**src/rtl/ula_pkg.sv**
```systemverilog
// ULA operation codes and decode constants.
// Shared by the ALU-control stage and the ULA.
package ula_pkg;

   localparam logic [3:0] OP_AND   = 4'b0000;
   localparam logic [3:0] OP_OR    = 4'b0001;
   localparam logic [3:0] OP_ADD   = 4'b0010;
   localparam logic [3:0] OP_XOR   = 4'b0011;
   localparam logic [3:0] OP_ADDU  = 4'b0100;
   localparam logic [3:0] OP_SUBU  = 4'b0101;
   localparam logic [3:0] OP_SUB   = 4'b0110;
   localparam logic [3:0] OP_SLT   = 4'b0111;
   localparam logic [3:0] OP_MULT  = 4'b1000;
   localparam logic [3:0] OP_MULTU = 4'b1001;
   localparam logic [3:0] OP_LUI   = 4'b1010;
   localparam logic [3:0] OP_NOR   = 4'b1100;
   localparam logic [3:0] OP_SLTU  = 4'b1101;
   // Reserved: never emitted by the control stage.
   localparam logic [3:0] OP_BREAK = 4'b1111;

   localparam logic [1:0] CLS_ADD = 2'b00;
   localparam logic [1:0] CLS_SUB = 2'b01;
   localparam logic [1:0] CLS_R   = 2'b10;
   localparam logic [1:0] CLS_I   = 2'b11;

   localparam logic [5:0] F_ADD   = 6'b100000;
   localparam logic [5:0] F_ADDU  = 6'b100001;
   localparam logic [5:0] F_SUB   = 6'b100010;
   localparam logic [5:0] F_SUBU  = 6'b100011;
   localparam logic [5:0] F_AND   = 6'b100100;
   localparam logic [5:0] F_OR    = 6'b100101;
   localparam logic [5:0] F_XOR   = 6'b100110;
   localparam logic [5:0] F_NOR   = 6'b100111;
   localparam logic [5:0] F_SLT   = 6'b101010;
   localparam logic [5:0] F_SLTU  = 6'b101011;
   localparam logic [5:0] F_MULT  = 6'b011000;
   localparam logic [5:0] F_MULTU = 6'b011001;
   localparam logic [5:0] F_BREAK = 6'b001101;

   localparam logic [5:0] OC_ADDI  = 6'b001000;
   localparam logic [5:0] OC_ADDIU = 6'b001001;
   localparam logic [5:0] OC_SLTI  = 6'b001010;
   localparam logic [5:0] OC_SLTIU = 6'b001011;
   localparam logic [5:0] OC_ANDI  = 6'b001100;
   localparam logic [5:0] OC_ORI   = 6'b001101;
   localparam logic [5:0] OC_XORI  = 6'b001110;
   localparam logic [5:0] OC_LUI   = 6'b001111;

endpackage

```
**src/rtl/ula_ctrl_if.sv**
```systemverilog
// Handshake bundle between main control, the
// ALU-control stage and the ULA.
interface ula_ctrl_if #(
   parameter int TAG_W = 5
);
   logic             in_valid;
   logic             in_ready;
   logic [1:0]       alu_op;
   logic [5:0]       funct;
   logic [5:0]       opcode;
   logic [TAG_W-1:0] tag_in;
   logic             out_valid;
   logic             out_ready;
   logic [3:0]       op;
   logic [TAG_W-1:0] tag_out;
   logic             illegal;
   logic             halt;

   modport slave (
      input  in_valid, alu_op, funct, opcode, tag_in, out_ready,
      output in_ready, out_valid, op, tag_out, illegal, halt
   );

   modport master (
      output in_valid, alu_op, funct, opcode, tag_in, out_ready,
      input  in_ready, out_valid, op, tag_out, illegal, halt
   );
endinterface

```
**src/rtl/ula_op_decode.sv**
```systemverilog
// Combinational map from control fields to a ULA
// op, flagging unknown encodings and break.
module ula_op_decode
   import ula_pkg::*;
(
   input  logic [1:0] alu_op_i,
   input  logic [5:0] funct_i,
   input  logic [5:0] opcode_i,
   output logic [3:0] op_o,
   output logic       illegal_o,
   output logic       is_break_o
);

   // Class first, then funct or opcode within it.
   always_comb begin
      op_o       = OP_AND;
      illegal_o  = 1'b0;
      is_break_o = 1'b0;
      unique case (alu_op_i)
         CLS_ADD: op_o = OP_ADD;
         CLS_SUB: op_o = OP_SUB;
         CLS_R: begin
            case (funct_i)
               F_ADD:   op_o = OP_ADD;
               F_ADDU:  op_o = OP_ADDU;
               F_SUB:   op_o = OP_SUB;
               F_SUBU:  op_o = OP_SUBU;
               F_AND:   op_o = OP_AND;
               F_OR:    op_o = OP_OR;
               F_XOR:   op_o = OP_XOR;
               F_NOR:   op_o = OP_NOR;
               F_SLT:   op_o = OP_SLT;
               F_SLTU:  op_o = OP_SLTU;
               F_MULT:  op_o = OP_MULT;
               F_MULTU: op_o = OP_MULTU;
               F_BREAK: is_break_o = 1'b1;
               default: illegal_o = 1'b1;
            endcase
         end
         CLS_I: begin
            case (opcode_i)
               OC_ADDI:  op_o = OP_ADD;
               OC_ADDIU: op_o = OP_ADDU;
               OC_SLTI:  op_o = OP_SLT;
               OC_SLTIU: op_o = OP_SLTU;
               OC_ANDI:  op_o = OP_AND;
               OC_ORI:   op_o = OP_OR;
               OC_XORI:  op_o = OP_XOR;
               OC_LUI:   op_o = OP_LUI;
               default:  illegal_o = 1'b1;
            endcase
         end
         default: illegal_o = 1'b1;
      endcase
   end

endmodule

```
**src/rtl/ula_ctrl.sv**
```systemverilog
// ALU-control stage: decode on push, 2-entry
// output buffer, sticky halt on break.
module ula_ctrl
   import ula_pkg::*;
#(
   parameter int TAG_W = 5
) (
   input logic   clock,
   input logic   reset,
   ula_ctrl_if.slave bus
);

   logic [1:0]       count_q, count_d;
   logic             halt_q, halt_d;
   logic [3:0]       op0_q, op0_d, op1_q, op1_d;
   logic             ill0_q, ill0_d, ill1_q, ill1_d;
   logic [TAG_W-1:0] tag0_q, tag0_d, tag1_q, tag1_d;

   logic [3:0] dec_op;
   logic       dec_ill;
   logic       dec_brk;
   logic       rdy;
   logic       vld;
   logic       accept;
   logic       push;
   logic       pop;
   logic       trap;

   ula_op_decode u_dec (
      .alu_op_i   (bus.alu_op),
      .funct_i    (bus.funct),
      .opcode_i   (bus.opcode),
      .op_o       (dec_op),
      .illegal_o  (dec_ill),
      .is_break_o (dec_brk)
   );

   // Ready depends on registers only.
   assign rdy    = (count_q != 2'd2) && !halt_q;
   assign vld    = (count_q != 2'd0);
   assign accept = bus.in_valid && rdy;
   assign push   = accept && !dec_brk;
   assign trap   = accept && dec_brk;
   assign pop    = vld && bus.out_ready;

   assign bus.in_ready  = rdy;
   assign bus.out_valid = vld;
   assign bus.op        = op0_q;
   assign bus.illegal   = ill0_q;
   assign bus.tag_out   = tag0_q;
   assign bus.halt      = halt_q;

   // Next buffer state; vacated slots are zeroed so
   // the head reads as 0 when empty.
   always_comb begin
      count_d = count_q;
      halt_d  = halt_q | trap;
      op0_d   = op0_q;
      ill0_d  = ill0_q;
      tag0_d  = tag0_q;
      op1_d   = op1_q;
      ill1_d  = ill1_q;
      tag1_d  = tag1_q;
      unique case ({push, pop})
         2'b10: begin
            if (count_q == 2'd0) begin
               op0_d   = dec_op;
               ill0_d  = dec_ill;
               tag0_d  = bus.tag_in;
               count_d = 2'd1;
            end else begin
               op1_d   = dec_op;
               ill1_d  = dec_ill;
               tag1_d  = bus.tag_in;
               count_d = 2'd2;
            end
         end
         2'b01: begin
            if (count_q == 2'd2) begin
               op0_d   = op1_q;
               ill0_d  = ill1_q;
               tag0_d  = tag1_q;
               count_d = 2'd1;
            end else begin
               op0_d   = '0;
               ill0_d  = 1'b0;
               tag0_d  = '0;
               count_d = 2'd0;
            end
            op1_d  = '0;
            ill1_d = 1'b0;
            tag1_d = '0;
         end
         2'b11: begin
            op0_d  = dec_op;
            ill0_d = dec_ill;
            tag0_d = bus.tag_in;
         end
         2'b00: ;
      endcase
   end

   // State registers, cleared by reset.
   always_ff @(posedge clock or posedge reset) begin
      if (reset) begin
         count_q <= 2'd0;
         halt_q  <= 1'b0;
         op0_q   <= '0;
         ill0_q  <= 1'b0;
         tag0_q  <= '0;
         op1_q   <= '0;
         ill1_q  <= 1'b0;
         tag1_q  <= '0;
      end else begin
         count_q <= count_d;
         halt_q  <= halt_d;
         op0_q   <= op0_d;
         ill0_q  <= ill0_d;
         tag0_q  <= tag0_d;
         op1_q   <= op1_d;
         ill1_q  <= ill1_d;
         tag1_q  <= tag1_d;
      end
   end

endmodule

```
**src/flat_wrapper.sv**
```systemverilog
// flat-port wrapper written by rule: the top's interface ports become plain ports
module ula_ctrl_flat import ula_pkg::*;
#(
   parameter int TAG_W = 5
)
  (clock, reset, bus_in_valid, bus_alu_op, bus_funct, bus_opcode, bus_tag_in, bus_out_ready, bus_in_ready, bus_out_valid, bus_op, bus_tag_out, bus_illegal, bus_halt);
  ula_ctrl_if #(.TAG_W(TAG_W)) bus_i ();
  input logic clock;
  input logic reset;
  input wire logic [$bits(bus_i.in_valid)-1:0] bus_in_valid;
  input wire logic [$bits(bus_i.alu_op)-1:0] bus_alu_op;
  input wire logic [$bits(bus_i.funct)-1:0] bus_funct;
  input wire logic [$bits(bus_i.opcode)-1:0] bus_opcode;
  input wire logic [$bits(bus_i.tag_in)-1:0] bus_tag_in;
  input wire logic [$bits(bus_i.out_ready)-1:0] bus_out_ready;
  output wire logic [$bits(bus_i.in_ready)-1:0] bus_in_ready;
  output wire logic [$bits(bus_i.out_valid)-1:0] bus_out_valid;
  output wire logic [$bits(bus_i.op)-1:0] bus_op;
  output wire logic [$bits(bus_i.tag_out)-1:0] bus_tag_out;
  output wire logic [$bits(bus_i.illegal)-1:0] bus_illegal;
  output wire logic [$bits(bus_i.halt)-1:0] bus_halt;
  assign bus_i.in_valid = bus_in_valid;
  assign bus_i.alu_op = bus_alu_op;
  assign bus_i.funct = bus_funct;
  assign bus_i.opcode = bus_opcode;
  assign bus_i.tag_in = bus_tag_in;
  assign bus_i.out_ready = bus_out_ready;
  assign bus_in_ready = bus_i.in_ready;
  assign bus_out_valid = bus_i.out_valid;
  assign bus_op = bus_i.op;
  assign bus_tag_out = bus_i.tag_out;
  assign bus_illegal = bus_i.illegal;
  assign bus_halt = bus_i.halt;
  ula_ctrl #(.TAG_W(TAG_W)) u_core (.clock(clock), .reset(reset), .bus(bus_i));
endmodule
```
**config.mk**
```make
export PLATFORM = sky130hd
export DESIGN_NAME = ula_ctrl_flat
export DESIGN_NICKNAME = d
export VERILOG_FILES = /design/src/rtl/ula_pkg.sv /design/src/rtl/ula_ctrl_if.sv /design/src/rtl/ula_op_decode.sv /design/src/rtl/ula_ctrl.sv /design/src/flat_wrapper.sv
export SDC_FILE = /design/constraint.sdc
export NUM_CORES = 1
export LEC_CHECK = 0
export CAP_MARGIN = 40
export CORE_UTILIZATION = 49
export CTS_CLUSTER_SIZE = 14
export DETAILED_ROUTE_END_ITERATION = 7
export PLACE_DENSITY = 0.79
export SKIP_LAST_GASP = 1
export SYNTH_ARGS = -nofsm -noshare
export SYNTH_HDL_FRONTEND = slang
export SYNTH_SLANG_ARGS = --single-unit
export TNS_END_PERCENT = 5
```
**constraint.sdc**
```tcl
create_clock -name clock -period 2.58 [get_ports clock]
set_input_delay 0.516 -clock clock [delete_from_list [all_inputs] [get_ports clock]]
set_output_delay 0.516 -clock clock [all_outputs]
set_load 0.03 [all_outputs]
```
Yosys cells after proc, flatten, opt, wreduce, memory -nomap -nowiden
Index checks and enable logic that the tools add are counted.

storage, ports and cells
  register bits after elaboration = 23
  input port bits = 23
  output and inout bits = 13
  word-level logic and storage cells = 82

operators by class
  eq/ne operators = 31
  mux-type cells = 26
  bitwise gates (word level) = 1
  reduce and logical (&&, ||, !) cells = 16

operators by type and width
  kind                                            count
  == test 6 bit (second input constant)           10
  == test 6 x 4 -> 1 bit (second input constant)  9
  case mux 4 bit (11 select lines)                1
  case mux 4 bit (7 select lines)                 1
  case mux 4 bit (4 select lines)                 1
  2-to-1 mux 5 bit                                3
  case mux 5 bit (3 select lines)                 1
  OR reduction 13 bit                             1
  == test 6 x 5 -> 1 bit (second input constant)  2
  2-to-1 mux 4 bit                                3
  case mux 4 bit (3 select lines)                 1
  == test 2 bit (second input constant)           5
  case mux 5 bit (2 select lines)                 1
  2-to-1 mux 1 bit                                8
  case mux 4 bit (2 select lines)                 1
  OR reduction 8 bit                              1
  logical AND 1 bit                               5
  == test 2 x 1 -> 1 bit (second input constant)  2
  zero test 2 bit                                 2
  inequality test 2 bit (second input constant)   2
  case mux 1 bit (2 select lines)                 2
  case mux 2 bit (2 select lines)                 1
  AND reduction 2 bit                             2
  nonzero test 2 bit                              2
  other kinds (6)                                 7

Longest topological paths before layout
  word-level depth = 8
  gate-level depth with buffers = 10
  depth with buffers taken out = 8

Hierarchy
From an unflattened synthesis, not the netlist that was laid out.

unflattened totals
  cell total of the unflattened synthesis = 138
  area total of the unflattened synthesis = 1461.4 µm²

by module, submodules not included
  module         instances  cells each  area an instance (µm²)  seq. area each (µm²)
  ula_ctrl       1          80          1091.0                  575.6
  ula_op_decode  1          58          370.4                   0.0

Worst setup path after synthesis
OpenSTA, ideal clock, no wires.

  path type = flip-flop to flip-flop
  start point = register u_core.halt_q (netlist: u_core.bus.halt)
  end point = register u_core.tag0_q[0] (netlist: u_core.bus.tag_out[0])
  setup time = 0.126 ns
  arrival time = 2.311 ns
  data required time = 2.454 ns
  slack = 0.142 ns
  cell stages (with the launch flop) = 9
  path buffers = 2
  period minus slack after synthesis = 2.438 ns
  path through = dfrtp_1 > a21oi_1 > nand3_1 > ha_1 > buf_2 > and3_1 > buf_1 > a21oi_1 > a21oi_2

on the way
  word-level cells in the longest chain between the ends = 7
  elaborated cells between the ends (all ways) = 11
  classes of those cells = 4 x eq/ne; 1 x mux; 6 x reduce/logical

ends and longest elaborated chain
  item                                                                            line                RTL
  start: declaration                                                              ula_ctrl.sv:14      logic halt_q, halt_d;
  start signal: assignment                                                        ula_ctrl.sv:116     halt_q <= halt_d;
  zero test 1 bit (*)                                                             ula_ctrl.sv:39      assign rdy = (count_q != 2'd2) && !halt_q;
  logical AND 1 bit (*)                                                           ula_ctrl.sv:39
  net bus_in_ready                                                                flat_wrapper.sv:16  output wire logic [$bits(bus_i.in_ready)-1:0] bus_in_ready;
  logical AND 1 bit (*)                                                           ula_ctrl.sv:41      assign accept = bus.in_valid && rdy;
  logical AND 1 bit (*)                                                           ula_ctrl.sv:42      assign push = accept && !dec_brk;
  == test 2 bit or == test 2 x 1 -> 1 bit (tied branches)                         ula_ctrl.sv:64      unique case ({push, pop})
  inequality test 2 x 1 -> 1 bit (no line) or nonzero test 3 bit (tied branches)  n/a
  AND reduction 2 bit (no line)                                                   n/a
  end signal: assignment                                                          ula_ctrl.sv:119     tag0_q <= tag0_d;
  end: declaration                                                                ula_ctrl.sv:17      logic [TAG_W-1:0] tag0_q, tag0_d, tag1_q, tag1_d;

Mark *: on every way through the listed nets, which the timed path passes. The rest lies on a longest branch.
A chain may end at the register's enable or synchronous reset.

Worst setup path in the final report
  start point = input bus_funct[4]
  end point = register u_core.ill0_q (netlist: u_core.bus.illegal)

on the way
  word-level cells in the longest chain between the ends = 8
  elaborated cells between the ends (all ways) = 28
  classes of those cells = 17 x eq/ne; 6 x mux; 5 x reduce/logical

ends and longest elaborated chain
  item                                                         line                RTL
  start: declaration                                           flat_wrapper.sv:12  input wire logic [$bits(bus_i.funct)-1:0] bus_funct;
  branches (longest 8 deep; another with OR reduction 13 bit)  n/a
  end signal: assignment                                       ula_ctrl.sv:118     ill0_q <= ill0_d;
  end: declaration                                             ula_ctrl.sv:16      logic ill0_q, ill0_d, ill1_q, ill1_d;

Parallel ways; which one is timed is not known. The select of a mux whose other input is x is not followed.

==> metrics.txt <==
Worst-Margin Slew=0.3971 ns; CTS resizes=0; drt via density=5.631; failing checks=DRC; first-pass GRT wire length=5437 um; post-synth net total=178; synthesized area=1491 um2; Seq/Total Area, Yosys=0.3859; Main synth FF type=dfrtp_1; top area cells in the synthesized netlist=dfrtp_1, a31oi_2, mux2_2, nand2_1, a21oi_2; CP cell instances=clkdlybuf4s50_1 -> and4bb_1 -> nand2_1 -> nand3_1 -> ha_1 -> nor3b_1 -> o21ai_0 -> o31a_1 -> a31oi_2; Max Clk Rate=412.9 MHz; nets=228; Placer Congestion=0.8072; Final Skew=0.008864 ns; setup ws final=0.1579 ns; n_diodes=0; Std-Cell Rows=19; RSZ-0062 raised after global routing=false; post-layout min period=2.422 ns; Ys Warns=0; Skew-Pair Late Insertion Delay=0.30 ns; sw power=791.5 uW; Cells after Synth=153; starting density of the core=0.5272; fin crit share=0.9388; Final Hold Fails=0; Lkg Pwr=0.8224 nW; EDFF count, synth=0; FF+latch count, synth=23; Clock Power Share=0.083; vias in the first global route=1310; CTS tree=yes; Die Y=57.17 um; logic gate share of total power=0.591; worst vdd rail ir drop=0.7744 mV; clk root buf=clkbuf_4; Slew Viols, Final=0; DP Wirelength=2514 um; DP Cell Count=229; FILL cells=227; DRC violations left=2; GRT Overall Usage=0.2161; Slowest Stage Delay on Critical Path=0.47 ns; # IOs=36; slowest CP cell=clkdlybuf4s50_1; Post-CTS Setup Repair Bufs=0; core area=2829 um2; CTS Sinks=23; Post-Route WL=3141 um; setup total negative slack=0 ns; Routed wire per std cell=13.48 um; ys async rst share=1.000; post-cts hold buffer count=0; drt initial violations=31; internal power=1.099 mW; Final Non-Filler Cells=233; grt ovf=0; Hold Path Class=reg -> reg; Synth area leader=dfrtp_1; CP Capture Type=flip-flop; top cell type's share of synthesized area=0.3859; sequential share of power=0.326; Net Sw Frac=0.4187; clk buf depth=2; via count=1312; slew margin rel.=0.7353; worst hold slack=0.5019 ns; # port buffers=35; Num CTS Buffers=3; DIE AREA=3268 um2; post-synth cell types=47; max-capacitance violation count=0; initial antenna violation count=0; largest net degree at the start of global routing=24; Power Density=953.8 nW/um2; synthesis-to-layout area growth=32.89%; First-pass DRT Iterations=6; CP Class=in -> reg; status=finished with violations; Die X=57.17 um; H-Tree Depth=1; Critical Path AT=2.64 ns; Avg Cell Area, Syn=9.748 um2; CP Launch Type=primary input; DP Worst Slack=-0.1443 ns; CP Data Required Time=2.80 ns; post-layout util=0.7006; Setup violations, final=0; Worst-path clk slew=0.11 ns; share of cells above drive strength 1=0.2178; Post-DRT Antenna Nets=0; CP Max Fanout=6
-- worst paths after layout --
kind / from / to / slack [ns] / depth (start not counted)
min in group asynchronous: reset / u_core.bus.tag_out[3]$_DFFE_PP0P_ / 0.54 / 3
min: u_core.op1_q[0]$_DFFE_PP0P_ / u_core.op1_q[0]$_DFFE_PP0P_ / 0.50 / 2
min reg2reg: u_core.op1_q[0]$_DFFE_PP0P_ / u_core.op1_q[0]$_DFFE_PP0P_ / 0.50 / 2
max reg2reg: u_core.count_q[0]$_DFFE_PP0P_ / u_core.bus.illegal$_DFFE_PP0P_ / 0.40 / 8
max: bus_funct[4] / u_core.bus.illegal$_DFFE_PP0P_ / 0.16 / 9
max in group asynchronous: reset / u_core.tag1_q[0]$_DFFE_PP0P_ / 1.81 / 3
-- metrics by stage --
stage | cell area, um2 | power, mW
2_1_floorplan | 1491 | 1.365
3_3_place_gp | 1956 | 1.717
3_5_place_dp | 1956 | 1.752
4_1_cts | 1982 | 1.910
5_1_grt | 1982 | 2.028
6_report | 1982 | 1.890
-- layout make-up --
| cell class | count | area, um2 | area share |
|---|---|---|---|
| clock buffers | 4 | 26.28 | 0.01326 |
| inverters | 7 | 26.28 | 0.01326 |
| multi-input cells | 114 | 822.0 | 0.4148 |
| flip-flops and latches | 23 | 575.6 | 0.2904 |
| well taps | 31 | 38.79 | 0.01957 |
| repair buffers | 54 | 493.0 | 0.2487 |
-- flip-flops by register name, summed over array words and instances (netlist names) --
name and count:
u_core.op1_q 4, u_core.count_q 2, u_core.bus.op 4, u_core.tag1_q 5
u_core.ill1_q 1, u_core.bus.halt 1, u_core.bus.illegal 1, u_core.bus.tag_out 5
-- cells by family (layout without fill, tap and decap cells) --
logic type | after synthesis | count (layout) | synth area share
buffers and inverters | 16 | 65 | 0.06291
adder cells (fa/ha/maj) | 2 | 2 | 0.01678
XOR/XNOR | 2 | 2 | 0.01175
multiplexers | 6 | 6 | 0.04698
AND/OR/NAND/NOR | 61 | 61 | 0.2542
flip-flops | 23 | 23 | 0.3859
AO/OA/AOI/OAI | 43 | 43 | 0.2215
-- power groups by stage --
| stage | clock [mW] | combinational, mW | sequential [mW] |
|---|---|---|---|
| floorplan | 0 | 0.592 | 0.773 |
| global placement | 0 | 1.10 | 0.616 |
| detailed placement | 0 | 1.12 | 0.627 |
| CTS | 0.163 | 1.13 | 0.619 |
| global route | 0.180 | 1.21 | 0.637 |
| finish | 0.158 | 1.12 | 0.616 |
-- cell usage after synthesis, types with 2 or more instances --
cell       instances
o211ai_1           3
nor2_1             2
a31oi_2            5
nand2_1           14
nand3_1            3
o2111ai_1          2
nor2b_1            6
buf_2              3
and4bb_1           3
inv_1              6
nand3b_1           2
o21bai_1           2
xnor2_1            2
nor3b_1            2
ha_1               2
and3_1             3
a21oi_2            6
a21oi_1            8
nor3_1            10
mux2_2             5
buf_4              2
nand2b_1           2
dfrtp_1           23
or3b_1             2
nor4bb_1           3
and3b_1            2
o21ai_0            5
buf_6              3
o21ai_1            4
-- metal layers --
metal  part of all wire  track usage
met4             0.0092      0.07317
met1               0.44       0.2416
met5                  0            0
met3              0.023      0.02948
met2               0.53       0.4168
-- layout by cell type, fill, tap and decap left out, types with 2 or more instances in the layout --
cell             instances
nand2b_1                 2
o2111ai_1                2
nor2_1                   2
a21oi_1                  8
inv_1                    6
nand2_1                 14
mux2_2                   5
o21ai_1                  4
and3b_1                  2
clkdlybuf4s50_1         35
dfrtp_1                 23
nor2b_1                  6
o21bai_1                 2
or3b_1                   2
and4bb_1                 3
clkbuf_4                 3
nand3_1                  3
o211ai_1                 3
buf_4                   19
nor3_1                  10
nor4bb_1                 3
nand3b_1                 2
and3_1                   3
ha_1                     2
a31oi_2                  5
o21ai_0                  5
a21oi_2                  6
xnor2_1                  2
nor3b_1                  2
-- critical path, delay by kind of cell --
| family | cells | cell delay, ns |
|---|---|---|
| buffers and inverters | 1 | 0.47 |
| adders and majority gates | 1 | 0.27 |
| AOI/OAI and AO/OA | 3 | 0.62 |
| and+or+nand+nor | 4 | 0.76 |
Power figures use the tool's default switching activity.
